===== src/rtl/priority_demux_pkg.sv =====
// Shared constants and the priority-resolution helper for priority_demux.
package priority_demux_pkg;

    localparam int DEFAULT_WIDTH = 1;
    localparam int DEFAULT_N_OUT = 4;
    localparam int MAX_N_OUT     = 32;
    localparam int DROPCNT_W     = 8;

    // x & -x isolates the lowest set bit; zero stays zero.
    function automatic logic [MAX_N_OUT-1:0] lowest_set_onehot(input logic [MAX_N_OUT-1:0] ctrl);
        return ctrl & (~ctrl + {{(MAX_N_OUT-1){1'b0}}, 1'b1});
    endfunction

endpackage


===== src/rtl/priority_demux_slot.sv =====
// One-entry holding register for a single output channel of priority_demux.
module demux_slot #(
    parameter int WIDTH = 1
) (
    input  logic             i_clk,
    input  logic             i_rst_n,
    input  logic             fill,
    input  logic [WIDTH-1:0] fill_data,
    input  logic             drain,
    output logic             valid,
    output logic [WIDTH-1:0] data,
    output logic             can_accept
);

    logic             valid_reg;
    logic [WIDTH-1:0] data_reg;

    always_ff @(posedge i_clk) begin
        if (!i_rst_n) begin
            valid_reg <= 1'b0;
            data_reg  <= '0;
        end else if (fill) begin
            valid_reg <= 1'b1;
            data_reg  <= fill_data;
        end else if (valid_reg && drain) begin
            // Data is kept after draining; only the valid flag drops.
            valid_reg <= 1'b0;
        end
    end

    assign can_accept = !valid_reg || drain;
    assign valid      = valid_reg;
    assign data       = data_reg;

endmodule


===== src/rtl/priority_demux.sv =====
// Registered priority demultiplexer: lowest set i_ctrl bit picks the output channel.
// Optional drop counter enabled by defining PRIORITY_DEMUX_DROPCNT_EN.
module priority_demux
    import priority_demux_pkg::*;
#(
    parameter int WIDTH = DEFAULT_WIDTH,
    parameter int N_OUT = DEFAULT_N_OUT
) (
    input  logic                   i_clk,
    input  logic                   i_rst_n,
    input  logic [WIDTH-1:0]       i_in,
    input  logic [N_OUT-1:0]       i_ctrl,
    input  logic                   i_valid,
    output logic                   o_ready,
    output logic [N_OUT*WIDTH-1:0] o_out,
    output logic [N_OUT-1:0]       o_valid,
    input  logic [N_OUT-1:0]       i_ready
`ifdef PRIORITY_DEMUX_DROPCNT_EN
    ,
    output logic [DROPCNT_W-1:0]   o_drop_count
`endif
);

    logic [N_OUT-1:0] sel;
    logic [N_OUT-1:0] slot_accept;
    logic [N_OUT-1:0] fill;
    logic             transfer;

    assign sel      = N_OUT'(lowest_set_onehot(MAX_N_OUT'(i_ctrl)));
    assign o_ready  = (sel == '0) || ((sel & slot_accept) != '0);
    assign transfer = i_valid && o_ready;
    assign fill     = {N_OUT{transfer}} & sel;

    generate
        for (genvar gi = 0; gi < N_OUT; gi++) begin : g_slot
            demux_slot #(
                .WIDTH(WIDTH)
            ) u_slot (
                .i_clk      (i_clk),
                .i_rst_n    (i_rst_n),
                .fill       (fill[gi]),
                .fill_data  (i_in),
                .drain      (i_ready[gi]),
                .valid      (o_valid[gi]),
                .data       (o_out[gi*WIDTH +: WIDTH]),
                .can_accept (slot_accept[gi])
            );
        end
    endgenerate

`ifdef PRIORITY_DEMUX_DROPCNT_EN
    logic [DROPCNT_W-1:0] drop_count_reg;

    always_ff @(posedge i_clk) begin
        if (!i_rst_n) begin
            drop_count_reg <= '0;
        end else if (transfer && (sel == '0) && (drop_count_reg != '1)) begin
            drop_count_reg <= drop_count_reg + 1'b1;
        end
    end

    assign o_drop_count = drop_count_reg;
`endif

endmodule

===== config.mk =====
export PLATFORM = sky130hd
export DESIGN_NAME = priority_demux
export DESIGN_NICKNAME = d
export VERILOG_FILES = /design/src/rtl/priority_demux_pkg.sv /design/src/rtl/priority_demux_slot.sv /design/src/rtl/priority_demux.sv
export SDC_FILE = /design/constraint.sdc
export NUM_CORES = 1
export LEC_CHECK = 0
export CAP_MARGIN = 20
export CELL_PAD_IN_SITES_DETAIL_PLACEMENT = 1
export CELL_PAD_IN_SITES_GLOBAL_PLACEMENT = 1
export CORE_MARGIN = 3
export CORE_UTILIZATION = 24
export CTS_CLUSTER_DIAMETER = 100
export CTS_CLUSTER_SIZE = 14
export DETAILED_ROUTE_END_ITERATION = 7
export PLACE_DENSITY = 0.72
export SYNTH_ARGS = -nofsm -noshare
export SYNTH_HDL_FRONTEND = slang
export SYNTH_SLANG_ARGS = --single-unit

===== constraint.sdc =====
create_clock -name i_clk -period 1.05 [get_ports i_clk]
set_clock_uncertainty 0.2 [all_clocks]
set_input_delay 0.1575 -clock i_clk [delete_from_list [all_inputs] [get_ports i_clk]]
set_output_delay 0.1575 -clock i_clk [all_outputs]
set_load 0.03 [all_outputs]

==> results of run 1 <==
-- synthesized netlist by cell type, drive strengths merged --
cell type,n,area (sq um)
nor3b,1,7.51
buf,8,60.1
nand4,2,12.5
a21boi,4,30.0
nand4b,1,8.76
nand2,5,18.8
nor2,1,3.75
nor2b,4,25.0
a31oi,1,6.26
o21ai,2,10.0
a22oi,1,7.51
dfxtp,8,160
mux2i,4,40.0
nand2b,3,18.8
nand3,2,10.0
inv,2,7.51
-- critical path: cells and delay by family (launching register included) --
family | cells | cell delay [ns]
flops | 1 | 0.35
compound gates | 2 | 0.28
buf+inv | 1 | 0.15
simple gates | 1 | 0.06
-- kinds of logic after synthesis --
kind of cell,count (synthesis)
flops,8
compound gates,8
simple gates,19
buf+inv,10
mux,4
-- report_power, final --
group | internal (mW) | total (mW) | switching, mW
Combinational | 0.103 | 0.187 | 0.0836
Sequential | 0.313 | 0.322 | 0.00848
Clock | 0.132 | 0.249 | 0.118
-- through the flow --
stage,setup WS (ns),cells,util (%)
2_1_floorplan,-0.0871,49,-
3_3_place_gp,-0.607,92,39.9
3_5_place_dp,-0.614,92,39.9
4_1_cts,-0.429,97,47.4
5_1_grt,-0.465,100,50.1
6_report,-0.409,100,50.1
-- how the worst max path moves through the flow --
stage	from	endpoint	slack, ns	depth (start not counted)
final	g_slot[1].u_slot.valid	o_ready	-0.41	4
after global routing	g_slot[1].u_slot.valid	o_ready	-0.47	4
after CTS	i_ready[3]	o_ready	-0.43	6
after detailed placement	i_ctrl[1]	g_slot[3].u_slot.data	-0.61	5
after global placement	i_ctrl[0]	o_ready	-0.61	5
after floorplan	g_slot[2].u_slot.valid	o_ready	-0.09	3
-- per-layer routing --
metal / global-route usage (%) / vias up / part of all wire (%)
li1: - / 215 / -
met1: 12.8 / 210 / 39
met2: 18.5 / 14 / 54
met3: 5.54 / 3 / 5.5
met4: 4.84 / 0 / 1.4
met5: 0 / - / 0
-- repair_timing --
action | 4_1_cts | 5_1_grt
pin swaps | 7 | 5
setup buffers | 2 | 4
cloned | 0 | 0
resized for setup | 35 | 8
endpoints found under the setup margin | 17 | 15
-- layout make-up --
cell class                      count  area [sq um]
Timing Repair Buffer               32           310
Inverter                            2          7.51
Fill cell                         185           796
Tap cell                           24          30.0
Multi-Input combinational cell     31           255
Clock buffer                        3          22.5
Sequential cell                     8           173
==> results.ini, run 1 <==
[status]
status=complete, but fails checks
violations=setup timing

[cts]
cts_tree=built
clockRootBuffer=clkbuf_4
clkSlewWorstSetupHoldPaths_ns=0.06
cts_sinks=8
clk_latency_ns=0.26
htree_levels=1
ctsHoldBuffers=0
cts_made_buffers=3
clk_path_buf_depth=2

[timing]
min_period_over_period_pct=139
setup_slack_ns=-0.409
fmax_mhz=685
setup_tns_ns=-1.57
slew_headroom_pct=79.0
rsz0062_at_grt=yes
setup_viol=12
hold_ws_ns=0.0278
post-route-min-period_ns=1.46
worst_slew_pin_slew_ns=0.314
final_hold_viol_count=0
slew_violations=0

[critical_path]
start_kind=register
r2r_slack_ns=-0.27
r2r_end=g_slot[1].u_slot.data
worstPathArrival_ns=1.10
critPathSlowestCell=dfxtp_2
endpoint_kind=primary output
crit_chain=nand2b_4, a22oi_2, o21ai_2, buf_6
critical-path-max-stage-delay_ns=0.35
crit_required_ns=0.69
timing.rr.start=g_slot[1].u_slot.valid
rr_worst_depth=6
path_class=register to primary output
critPathMaxFanout=2

[pwr]
power_mw=0.758
vdd_drop_max_mv=0.531
p_leak_nw=0.364
power_density_nw_per_um2=949

[detailed_routing]
drt-total-wl_um=1330
viasPerCell=4.42
drc=0
avgRoutedWirePerCell_um=13.3
first_iter_violations=4
ant_nets=0
first_pass_iters=4
vias=442

[logic_synthesis]
synth_cell_type_count=16
syn_inst=49
synth_area_sq_um=427
syn-num-nets=61
yosys_warnings=0
syn_avg_cell_area_sq_um=8.71
synth_top_family_by_area=simple AND/OR/NAND/NOR gates
synth-simple-area-share_pct=24.6
ys_seq_area_share_pct=37.5
synth-compound-area-share_pct=12.6
ys_ff_latch=8
synth_mux_area_share_pct=9.38
synth-xor-area-share_pct=0
synthAdderAreaFrac_pct=0

[hold_path]
hp-class=input port to register
min_from=i_ready[3]
min_to=g_slot[3].u_slot.valid
hold_depth=4

[die]
start_util_pct=26.8
die_y_um=48.2
core-area_sq_um=1590
io_pins=21
fp-row-count=14
die_w_um=48.2
dieArea_sq_um=2320

[cells_and_area]
final_cell_mix=13 x buf_6, 8 x buf_4, 7 x dfxtp_2, 7 x dlygate4sd2_1
num-nets-final=90
drive_above_1_share_pct=59.2
antenna_cells=0
syn2layout_area_growth_pct=87.1
mostFrequentLayoutCell=buf_6
fin_area_sq_um=798

[placed_design]
place_area_sq_um=636
dp_hpwl_um=901
gp_congestion=0.756
port_buffers=20

[grt]
grt_pass1_wl_um=1750
grt_max_degree=10
grt_pass1_vias=412
track_usage_pct=11.5
grt.overflow.total=0
antenna_found_initial=0

[job]
drv_cap=0

(Power assumes the default switching activity.)
==> run 2, diff against run 1 <==
--- a/config.mk
+++ b/config.mk
@@ -5,7 +5,7 @@
 export SDC_FILE = /design/constraint.sdc
 export NUM_CORES = 1
 export LEC_CHECK = 0
-export CAP_MARGIN = 20
+export CAP_MARGIN = 25
 export CELL_PAD_IN_SITES_DETAIL_PLACEMENT = 1
 export CELL_PAD_IN_SITES_GLOBAL_PLACEMENT = 1
 export CORE_MARGIN = 3
==> results of run 2 <==
Final layout, timing and power as in run 1 (identical DEF).
==> run 3, diff against run 2 <==
--- a/config.mk
+++ b/config.mk
@@ -5,6 +5,7 @@
 export SDC_FILE = /design/constraint.sdc
 export NUM_CORES = 1
 export LEC_CHECK = 0
+export ABC_CLOCK_PERIOD_IN_PS = 1050
 export CAP_MARGIN = 25
 export CELL_PAD_IN_SITES_DETAIL_PLACEMENT = 1
 export CELL_PAD_IN_SITES_GLOBAL_PLACEMENT = 1
@@ -13,6 +14,7 @@
 export CTS_CLUSTER_DIAMETER = 100
 export CTS_CLUSTER_SIZE = 14
 export DETAILED_ROUTE_END_ITERATION = 7
+export GPL_TIMING_DRIVEN = 0
 export PLACE_DENSITY = 0.72
 export SYNTH_ARGS = -nofsm -noshare
 export SYNTH_HDL_FRONTEND = slang
==> run 3 against run 2 <==
Against the previous run: the flow still finishes with violations (setup timing); critical endpoint unchanged; sequential share of layout area decreased by 0.69 points; global-route usage increased by 1.4 points; critical path depth unchanged; cell area increased by 6.3%; worst hold slack improved by 0.011 ns; core utilization increased by 3.1 points; combinational power increased by 7%; flip-flop and latch count unchanged; highest routed layer is now met3; wire length increased by 0.45%.
==> results.ini, run 3 (synthesized netlist as in run 1, its figures left out) <==
[status]
status=complete, but fails checks
violations=setup timing

[cts]
cts_made_buffers=3  ; unchanged
ctsHoldBuffers=0  ; unchanged
clk_path_buf_depth=2  ; unchanged
cts_tree=built
htree_levels=1  ; unchanged
cts_sinks=8  ; unchanged
clockRootBuffer=clkbuf_4
clkSlewWorstSetupHoldPaths_ns=0.06  ; about the same
clk_latency_ns=0.25  ; about the same

[timing]
final_hold_viol_count=0  ; unchanged
slew_headroom_pct=80.4  ; +1.4 points
post-route-min-period_ns=1.45  ; -0.0104 ns
fmax_mhz=690  ; +0.72%
setup_slack_ns=-0.399  ; +0.0104 ns
setup_tns_ns=-2.11  ; -0.540 ns
setup_viol=13  ; +1
min_period_over_period_pct=138  ; -0.99 points
worst_slew_pin_slew_ns=0.295  ; -0.0197 ns
rsz0062_at_grt=yes
slew_violations=0  ; unchanged

[hold_path]
hold_depth=3  ; -1
min_from=i_ctrl[0]
hp-class=input port to register
min_to=g_slot[0].u_slot.valid

[pwr]
internal-power_mw=0.552  ; +0.75%
power.share.switching_pct=26.7  ; -0.98 points
p_leak_nw=0.384  ; +5.3%
vdd_drop_max_mv=0.698  ; +31%
p_switching_mw=0.201  ; -4.1%
clkPwrFrac_pct=31.0  ; -1.9 points
p_comb_share_pct=26.7  ; +2.0 points
power_density_nw_per_um2=888  ; -6.5%
seqPwrFrac_pct=42.3  ; about the same

[placed_design]
dp_hpwl_um=896  ; -0.50%
dp.cells=93  ; +1.1%
port_buffers=20  ; unchanged
gp_congestion=0.688  ; -9.0%

[detailed_routing]
avgRoutedWirePerCell_um=12.9  ; -3.4%
viasPerCell=4.37  ; -1.2%
drc=0  ; unchanged
first_iter_violations=8  ; +4
drt-total-wl_um=1340  ; +0.45%
first_pass_iters=2  ; -2
ant_nets=0  ; unchanged
vias=454  ; +2.7%

[grt]
grt_max_degree=10  ; unchanged
grt_pass1_wl_um=1930  ; +10%
antenna_found_initial=0  ; unchanged
grt_pass1_vias=438  ; +6.3%
grt.overflow.total=0  ; unchanged
track_usage_pct=12.8  ; +1.4 points

[cells_and_area]
syn2layout_area_growth_pct=98.8
layout.cells.non_filler=104  ; +4.0%
num-nets-final=94  ; +4.4%
fill_cells=180  ; -2.7%
mostFrequentLayoutCell=buf_6
seqCellArea_sq_um=178  ; +2.9%
final_cell_mix=17 x buf_6, 8 x buf_4, 7 x dlygate4sd2_1
drive_above_1_share_pct=61.3  ; +2.0 points
antenna_cells=0  ; unchanged
multiInputGateArea_sq_um=263  ; +2.9%

[die]
io_pins=21  ; unchanged
core-area_sq_um=1590  ; unchanged
die_y_um=48.2  ; unchanged
dieArea_sq_um=2320  ; unchanged
fp-row-count=14  ; unchanged
start_util_pct=26.8  ; unchanged
die_w_um=48.2  ; unchanged

[critical_path]
timing.rr.start=g_slot[1].u_slot.valid
crit_required_ns=0.69  ; about the same
r2r_slack_ns=-0.23  ; +0.04 ns
start_kind=register
worstPathArrival_ns=1.09  ; about the same
rr_worst_depth=5  ; -1
path_class=register to primary output
endpoint_kind=primary output
r2r_end=g_slot[3].u_slot.data
critPathMaxFanout=2  ; unchanged

[job]
drv_cap=0  ; unchanged

==> run 3: power by group through the flow <==
stage | Sequential [mW] | Combinational (mW) | Clock (mW)
2_1_floorplan | 0.323 | 0.0782 | 0
3_3_place_gp | 0.324 | 0.160 | 0
3_5_place_dp | 0.325 | 0.163 | 0
4_1_cts | 0.324 | 0.191 | 0.240
5_1_grt | 0.319 | 0.213 | 0.276
6_report | 0.318 | 0.201 | 0.234
==> run 3: routing by layer <==
layer | vias up | GRT usage [%] | part of all wire, %
met4 | 0 | 3.23 | 0
met3 | 0 | 8.12 | 7.7
met5 | - | 0 | 0
met1 | 216 | 14.6 | 39
met2 | 14 | 20.1 | 53
li1 | 224 | - | -
==> run 3: layout make-up <==
cell class	instances	share of cell area, %
timing repair buffer	31	34.8
buffer	5	6.19
tap	24	3.54
clock buffer	3	2.65
multi-input combinational	31	31.0
sequential	8	20.9
inverter	2	0.885
==> run 3: worst max-delay path: stages, from the launching register on <==
cell      delay, ns
dfxtp_2        0.35
nand2b_4       0.06
a22oi_2        0.19
o21ai_2        0.09
buf_6          0.14
==> run 3: how the worst max path moves through the flow <==
stage	start	to	slack, ns	cells after the start
2_1_floorplan	g_slot[2].u_slot.valid	o_ready	-0.09	3
3_5_place_dp	i_ctrl[0]	o_ready	-1.17	5
5_1_grt	g_slot[1].u_slot.valid	o_ready	-0.45	4
3_3_place_gp	i_ctrl[0]	o_ready	-1.15	5
6_report	g_slot[1].u_slot.valid	o_ready	-0.40	4
4_1_cts	g_slot[1].u_slot.valid	o_ready	-0.41	4
==> run 3: timing repair <==
action,in CTS,in global routing
buffers inserted,6,7
pin swaps,7,6
resized for setup,98,12
setup endpoints to repair,17,16
==> run 3: stage by stage <==
stage               power [mW]  hold slack (ns)  worst slack (ns)  instance area, sq um  utilization [%]
detailed placement       0.488            0.278             -1.17                   666             41.8
global placement         0.484            0.247             -1.15                   666             41.8
CTS                      0.755            0.141            -0.408                   823             51.6
floorplan                0.402           0.0857           -0.0871                   435                -
finish                   0.753           0.0390            -0.399                   848             53.2
global route             0.808           0.0738            -0.448                   848             53.2
